==> config.mk <==
export PLATFORM = sky130hd
export DESIGN_NAME = melody_player_flat
export DESIGN_NICKNAME = d
export VERILOG_FILES = /design/src/rtl/melody_player_if.sv /design/src/rtl/melody_player.sv /design/src/flat_wrapper.sv
export SDC_FILE = /design/constraint.sdc
export NUM_CORES = 1
export LEC_CHECK = 0
export CAP_MARGIN = 20
export CORE_MARGIN = 1.5
export CORE_UTILIZATION = 55
export CTS_CLUSTER_SIZE = 12
export DETAILED_ROUTE_END_ITERATION = 10
export PLACE_DENSITY_LB_ADDON = 0.12
export SYNTH_ARGS = -nofsm -noshare
export SYNTH_HDL_FRONTEND = slang
export SYNTH_SLANG_ARGS = --single-unit
==> constraint.sdc <==
create_clock -name clk -period 9.3 [get_ports clk]
set_input_delay 0.93 -clock clk [delete_from_list [all_inputs] [get_ports clk]]
set_output_delay 0.93 -clock clk [all_outputs]
set_load 0.02 [all_outputs]
==> src/rtl/melody_player_if.sv <==
// Song ROM port bundle: the player drives the address, the synchronous ROM returns
// the {dur,note} word one clock later.
interface melody_player_if #(
    parameter int unsigned ADDR_W = 8,
    parameter int unsigned DATA_W = 10
);
    logic [ADDR_W-1:0] rom_addr;
    logic [DATA_W-1:0] rom_data;

    modport master (output rom_addr, input rom_data);
    modport slave  (input rom_addr, output rom_data);
endinterface

==> src/rtl/melody_player.sv <==
// Song ROM walker with tempo prescaler and square-wave tone generator.
// Optional looping (extra `loop` input) is enabled by defining MELODY_PLAYER_LOOP_EN.
module melody_player #(
    parameter int unsigned CLK_HZ  = 1_000_000,
    parameter int unsigned ADDR_W  = 8,
    parameter int unsigned DUR_W   = 4,
    parameter int unsigned NOTE_W  = 6,
    parameter int unsigned TEMPO_W = 20
) (
    input  logic               clk,
    input  logic               rst_n,
    input  logic               start,
    input  logic               pause,
`ifdef MELODY_PLAYER_LOOP_EN
    input  logic               loop,
`endif
    input  logic [TEMPO_W-1:0] tempo,
    melody_player_if.master    rom,
    output logic               busy,
    output logic               done,
    output logic               spk
);

    // Half-period in clk cycles for octave 0 (C3..B3); higher octaves shift right.
    localparam longint unsigned HALF = 64'(CLK_HZ) * 64'd50;
    localparam int unsigned HP_TAB [12] = '{
        32'(HALF / 64'd13081), 32'(HALF / 64'd13859), 32'(HALF / 64'd14683),
        32'(HALF / 64'd15556), 32'(HALF / 64'd16481), 32'(HALF / 64'd17461),
        32'(HALF / 64'd18500), 32'(HALF / 64'd19600), 32'(HALF / 64'd20765),
        32'(HALF / 64'd22000), 32'(HALF / 64'd23308), 32'(HALF / 64'd24694)
    };
    localparam int unsigned HP_MAX = 32'(HALF / 64'd13081);
    localparam int unsigned TONE_W = $clog2(HP_MAX + 1);

    typedef enum logic [2:0] {StIdle, StFetch, StLoad, StPlay, StEnd} state_e;

    state_e              state_q, state_d;
    logic [ADDR_W-1:0]   rom_addr_q, rom_addr_d;
    logic [DUR_W-1:0]    dur_q, dur_d;
    logic [NOTE_W-1:0]   note_q, note_d;
    logic [TEMPO_W-1:0]  tick_q, tick_d;
    logic [TONE_W-1:0]   tone_q, tone_d;
    logic                phase_q, phase_d;
    logic                busy_q, busy_d;
    logic                done_q, done_d;
    logic                spk_q, spk_d;

    logic                loop_en;
    logic [3:0]          semi;
    logic [1:0]          oct;
    logic                rest;
    logic [31:0]         hp_raw, hp;
    logic [TEMPO_W-1:0]  tempo_m1;
    logic                tone_wrap, tick_wrap, last_addr;
    logic [DUR_W-1:0]    rom_dur;
    logic [NOTE_W-1:0]   rom_note;

`ifdef MELODY_PLAYER_LOOP_EN
    assign loop_en = loop;
`else
    assign loop_en = 1'b0;
`endif

    assign semi      = note_q[3:0];
    assign oct       = note_q[5:4];
    assign rest      = (semi >= 4'd12);
    assign hp_raw    = HP_TAB[rest ? 4'd0 : semi] >> oct;
    assign hp        = (hp_raw == 32'd0) ? 32'd1 : hp_raw;
    assign tempo_m1  = (tempo == '0) ? '0 : tempo - TEMPO_W'(1);
    assign tone_wrap = (32'(tone_q) == hp - 32'd1);
    assign tick_wrap = (tick_q == tempo_m1);
    assign last_addr = &rom_addr_q;
    assign rom_dur   = rom.rom_data[DUR_W+NOTE_W-1:NOTE_W];
    assign rom_note  = rom.rom_data[NOTE_W-1:0];

    always_comb begin
        state_d    = state_q;
        rom_addr_d = rom_addr_q;
        dur_d      = dur_q;
        note_d     = note_q;
        tick_d     = tick_q;
        tone_d     = tone_q;
        phase_d    = phase_q;
        busy_d     = busy_q;
        done_d     = 1'b0;
        spk_d      = spk_q;

        // start wins over pause and over end-of-song; an aborted song never pulses done.
        if (start) begin
            state_d    = StFetch;
            rom_addr_d = '0;
            busy_d     = 1'b1;
            spk_d      = 1'b0;
        end else begin
            unique case (state_q)
                StIdle: ;
                StFetch: state_d = StLoad;
                StLoad: begin
                    dur_d   = rom_dur;
                    note_d  = rom_note;
                    tick_d  = '0;
                    tone_d  = '0;
                    phase_d = 1'b0;
                    spk_d   = 1'b0;
                    if (rom_dur == '0) begin
                        state_d = StEnd;
                        done_d  = 1'b1;
                        busy_d  = loop_en;
                    end else begin
                        state_d = StPlay;
                    end
                end
                StPlay: begin
                    if (pause) begin
                        spk_d = 1'b0;
                    end else begin
                        if (tone_wrap) begin
                            tone_d  = '0;
                            phase_d = ~phase_q;
                        end else begin
                            tone_d = tone_q + TONE_W'(1);
                        end
                        spk_d = phase_d & ~rest;
                        if (tick_wrap) begin
                            tick_d = '0;
                            dur_d  = dur_q - DUR_W'(1);
                            if (dur_q == DUR_W'(1)) begin
                                spk_d = 1'b0;
                                if (last_addr) begin
                                    state_d = StEnd;
                                    done_d  = 1'b1;
                                    busy_d  = loop_en;
                                end else begin
                                    rom_addr_d = rom_addr_q + ADDR_W'(1);
                                    state_d    = StFetch;
                                end
                            end
                        end else begin
                            tick_d = tick_q + TEMPO_W'(1);
                        end
                    end
                end
                StEnd: begin
                    // busy still high here means the song was told to loop.
                    if (busy_q) begin
                        state_d    = StFetch;
                        rom_addr_d = '0;
                    end else begin
                        state_d = StIdle;
                    end
                end
                default: state_d = StIdle;
            endcase
        end
    end

    always_ff @(posedge clk or negedge rst_n) begin
        if (!rst_n) begin
            state_q    <= StIdle;
            rom_addr_q <= '0;
            dur_q      <= '0;
            note_q     <= '0;
            tick_q     <= '0;
            tone_q     <= '0;
            phase_q    <= 1'b0;
            busy_q     <= 1'b0;
            done_q     <= 1'b0;
            spk_q      <= 1'b0;
        end else begin
            state_q    <= state_d;
            rom_addr_q <= rom_addr_d;
            dur_q      <= dur_d;
            note_q     <= note_d;
            tick_q     <= tick_d;
            tone_q     <= tone_d;
            phase_q    <= phase_d;
            busy_q     <= busy_d;
            done_q     <= done_d;
            spk_q      <= spk_d;
        end
    end

    assign rom.rom_addr = rom_addr_q;
    assign busy         = busy_q;
    assign done         = done_q;
    assign spk          = spk_q;

endmodule

==> src/flat_wrapper.sv <==
// flat-port wrapper written by rule: the top's interface ports become plain ports
module melody_player_flat 
#(
    parameter int unsigned CLK_HZ  = 1_000_000,
    parameter int unsigned ADDR_W  = 8,
    parameter int unsigned DUR_W   = 4,
    parameter int unsigned NOTE_W  = 6,
    parameter int unsigned TEMPO_W = 20
)
  (clk, rst_n, start, pause, tempo, busy, done, spk, rom_rom_addr, rom_rom_data);
  melody_player_if #(.ADDR_W(ADDR_W), .DATA_W((4) + (6))) rom_i ();
  input  logic clk;
  input  logic rst_n;
  input  logic start;
  input  logic pause;
  input  logic [TEMPO_W-1:0] tempo;
  output logic busy;
  output logic done;
  output logic spk;
  output wire logic [$bits(rom_i.rom_addr)-1:0] rom_rom_addr;
  input wire logic [$bits(rom_i.rom_data)-1:0] rom_rom_data;
  assign rom_rom_addr = rom_i.rom_addr;
  assign rom_i.rom_data = rom_rom_data;
  melody_player #(.CLK_HZ(CLK_HZ), .ADDR_W(ADDR_W), .DUR_W(DUR_W), .NOTE_W(NOTE_W), .TEMPO_W(TEMPO_W)) u_core (.clk(clk), .rst_n(rst_n), .start(start), .pause(pause), .tempo(tempo), .rom(rom_i), .busy(busy), .done(done), .spk(spk));
endmodule
==> summary.txt <==
total track usage -> 0.2605
Seq cells post-synth -> 57
largest net degree at the start of global routing -> 58
io pins -> 45
CP required -> 9570 ps
via/cell ratio -> 6.347
Synth top area share -> 0.2808
Max H-tree Level -> 3
worst path arrival time -> 5150 ps
Min Hold Slack -> 439.8 ps
clk sinks -> 57
overall die area -> 0.009822 mm²
Buffers on Ports -> 44
Initial DRT Pass Iterations -> 5
pwr dens -> 182.0 mW/mm²
slew at the pin closest to its max-slew limit -> 921.6 ps
Max Buffers Root-to-Sink -> 2
Placer Congestion -> 0.8971
DRT Wirelength -> 12450 µm
most frequent cells after synthesis -> 61 x nand2_1, 60 x nor2_1, 57 x dfrtp_1, 32 x o21ai_0, 30 x nand3_1
Slew Viols, Final -> 0
asr flop ratio synth -> 1.000
die extent in x -> 99.11 µm
routed len/inst -> 16.23 µm
TNS Setup -> 0 ps
post-synthesis net count -> 677
Cell variety after synth -> 75
synthesized area -> 0.005080 mm²
most used flip-flop cell after synthesis -> dfrtp_1
initial antenna violation count -> 0
worst relative slew slack -> 0.3809
nets@finish -> 701
Comb power frac -> 0.418
crit path launch type -> input port
Pleak -> 2.343 nW
most frequent cell after synthesis -> nand2_1
M1 GR Usage -> 0.3771
Post-CTS Hold Fix Bufs -> 0
die span in y -> 99.11 µm
Worst-Skew Late Latency -> 350 ps
final setup vio count -> 0
Final Hold Fails -> 0
starting density of the core -> 0.5741
Max-Cap Viols -> 0
Post CTS Setup Buffer Count -> 0
dpl hpwl -> 9087 µm
Tot Pwr -> 1.044 mW
Inserted Diodes -> 0
Net Sw Frac -> 0.3957
Final min period -> 4874 ps
CP Capture Type -> flip-flop
internal power -> 631.1 µW
core area -> 0.008848 mm²
Multi-input gate area -> 0.003411 mm²
met2 usage -> 0.4037
register area -> 0.001426 mm²
crit share post-route -> 0.5241
Initial DRC Count -> 325
outcome -> finished clean
main area contributors after synthesis -> dfrtp_1 28%, nand2_1 4.5%, nor2_1 4.4%, xnor2_1 4.3%, xor2_1 4.0%
global-route wire length before repair -> 20970 µm
Std-Cell Rows -> 34
synthesis-to-layout area growth -> 12.96%
Setup CP Type -> in2reg
Via Count -> 4868
Mapped Avg Cell Area -> 8.051 µm²
Worst-path clk slew -> 70 ps
Hold Crit Class -> reg2reg
layout cells sized above 1 -> 0.07132
DRC Markers -> 0
CTS root buffer -> clkbuf_8
Clk pwr share -> 0.257
RSZ-0062 raised after global routing -> no
PostCTS Resize Cnt -> 0
EDFF count, synth -> 0
Filler cells -> 794
Yosys Warn Count -> 0
Switch Pwr -> 413.3 µW
final setup skew -> 12.28 ps
critical path fanouts, max -> 15
ANT nets after route -> 0
CTS buffer count -> 9
post-synthesis sequential area ratio -> 0.2808
Worst VDD drop -> 83.18 µV
vias in the first global route -> 4373
M3 GR Usage -> 0.04849
dominant cell type by area after synthesis -> dfrtp_1
CTS tree -> done
Seq pwr share -> 0.325
gr busiest metal -> met2
GRT Residual Overflow -> 0
fmax -> 0.2052 GHz
Post-Syn Instances -> 631
sequential cells by signal, indices dropped and copies added, names as in the netlist:
signal	cells
u_core.spk	1
u_core.tone_q	12
u_core.done	1
u_core.state_q	3
u_core.note_q	6
u_core.dur_q	4
u_core.phase_q	1
u_core.rom.rom_addr	8
u_core.tick_q	20
u_core.busy	1
final cells by class:
class                           count  area share
Multi-Input combinational cell    516      0.5944
Sequential cell                    57      0.2486
Timing Repair Buffer               47     0.07981
Clock buffer                       10     0.02399
Tap cell                          108     0.02355
Inverter                           24     0.01570
Clock inverter                      5     0.01396
final timing paths:
| kind | slack [ps] | from | cells past startpoint | end |
|---|---|---|---|---|
| setup / recovery | 4430 | tempo[0] | 13 | u_core.rom.rom_addr[7]$_DFFE_PN0P_ |
| hold / removal | 440 | u_core.state_q[2]$_DFFE_PN0P_ | 1 | u_core.state_q[1]$_DFFE_PN0P_ |
| setup reg to reg | 4620 | u_core.note_q[2]$_DFFE_PN0P_ | 16 | u_core.tone_q[10]$_DFFE_PN0P_ |
| hold reg to reg | 440 | u_core.state_q[2]$_DFFE_PN0P_ | 1 | u_core.state_q[1]$_DFFE_PN0P_ |
| max in group asynchronous | 8080 | rst_n | 2 | u_core.tick_q[0]$_DFFE_PN0P_ |
| min in group asynchronous | 720 | rst_n | 2 | u_core.note_q[1]$_DFFE_PN0P_ |
power groups by stage:
stage	registers [mW]	clock network, mW	logic (mW)
2_1_floorplan	0.303	0	0.360
3_3_place_gp	0.340	0	0.417
3_5_place_dp	0.342	0	0.427
4_1_cts	0.338	0.272	0.431
5_1_grt	0.347	0.284	0.481
6_report	0.340	0.269	0.436
critical path: stages:
cell and delay, ps:
clkdlybuf4s50_1 470, inv_1 120, ha_1 200, nor3b_1 520, nand4_1 400, nand2b_1 420
a211o_1 320, o311a_1 100, nor4_1 270, and4_1 440, a31oi_4 220, or4_1 560
a21oi_1 160
layout by cell type, fill, tap and decap left out, types with 4 or more instances in the layout:
| master | synthesis | layout |
|---|---|---|
| a211o_1 | 9 | 9 |
| a211oi_1 | 6 | 6 |
| a21o_1 | 7 | 7 |
| a21oi_1 | 24 | 24 |
| a2bb2oi_1 | 4 | 4 |
| a31oi_1 | 5 | 5 |
| and2_1 | 6 | 6 |
| and3_1 | 11 | 11 |
| and4_1 | 4 | 4 |
| clkbuf_8 | 0 | 10 |
| clkdlybuf4s50_1 | 0 | 43 |
| dfrtp_1 | 57 | 57 |
| ha_1 | 12 | 12 |
| inv_1 | 23 | 23 |
| mux2_2 | 7 | 7 |
| mux2i_1 | 4 | 4 |
| nand2_1 | 61 | 61 |
| nand2b_1 | 12 | 12 |
| nand3_1 | 30 | 30 |
| nand3b_1 | 9 | 9 |
| nand4_1 | 14 | 14 |
| nor2_1 | 60 | 60 |
| nor2b_1 | 10 | 10 |
| nor3_1 | 25 | 25 |
| nor3b_1 | 9 | 9 |
| nor4_1 | 15 | 15 |
| o211ai_1 | 5 | 5 |
| o21a_1 | 5 | 5 |
| o21ai_0 | 32 | 32 |
| o31ai_1 | 8 | 7 |
| or3_1 | 8 | 8 |
| or4_1 | 6 | 6 |
| xnor2_1 | 25 | 25 |
| xor2_1 | 23 | 23 |
stage by stage:
step / util / setup WS (ps) / std cells / cell area (µm²)
floorplan: - / 5146 / 631 / 5080
global placement: 0.6230 / 4025 / 751 / 5513
detailed placement: 0.6230 / 3801 / 751 / 5513
CTS: 0.6476 / 4184 / 766 / 5731
global route: 0.6485 / 4075 / 767 / 5738
finish: 0.6485 / 4426 / 767 / 5738
layer usage:
| layer | part of all wire | wire length, µm |
|---|---|---|
| met5 | 0 | 0 |
| met4 | 0.014 | 169 |
| met3 | 0.069 | 856 |
| met2 | 0.44 | 5488 |
| met1 | 0.48 | 5936 |
cell families after synthesis:
| kind of cell | Yosys count | synth area share |
|---|---|---|
| buffers and inverters | 58 | 0.04877 |
| AO/OA/AOI/OAI | 139 | 0.1931 |
| multiplexers | 14 | 0.03670 |
| flip-flops | 57 | 0.2808 |
| XOR/XNOR | 51 | 0.09606 |
| adder cells (fa/ha/maj) | 12 | 0.02956 |
| AND/OR/NAND/NOR | 299 | 0.3143 |
| other | 1 | 0.0007382 |
(Power assumes the default switching activity.)
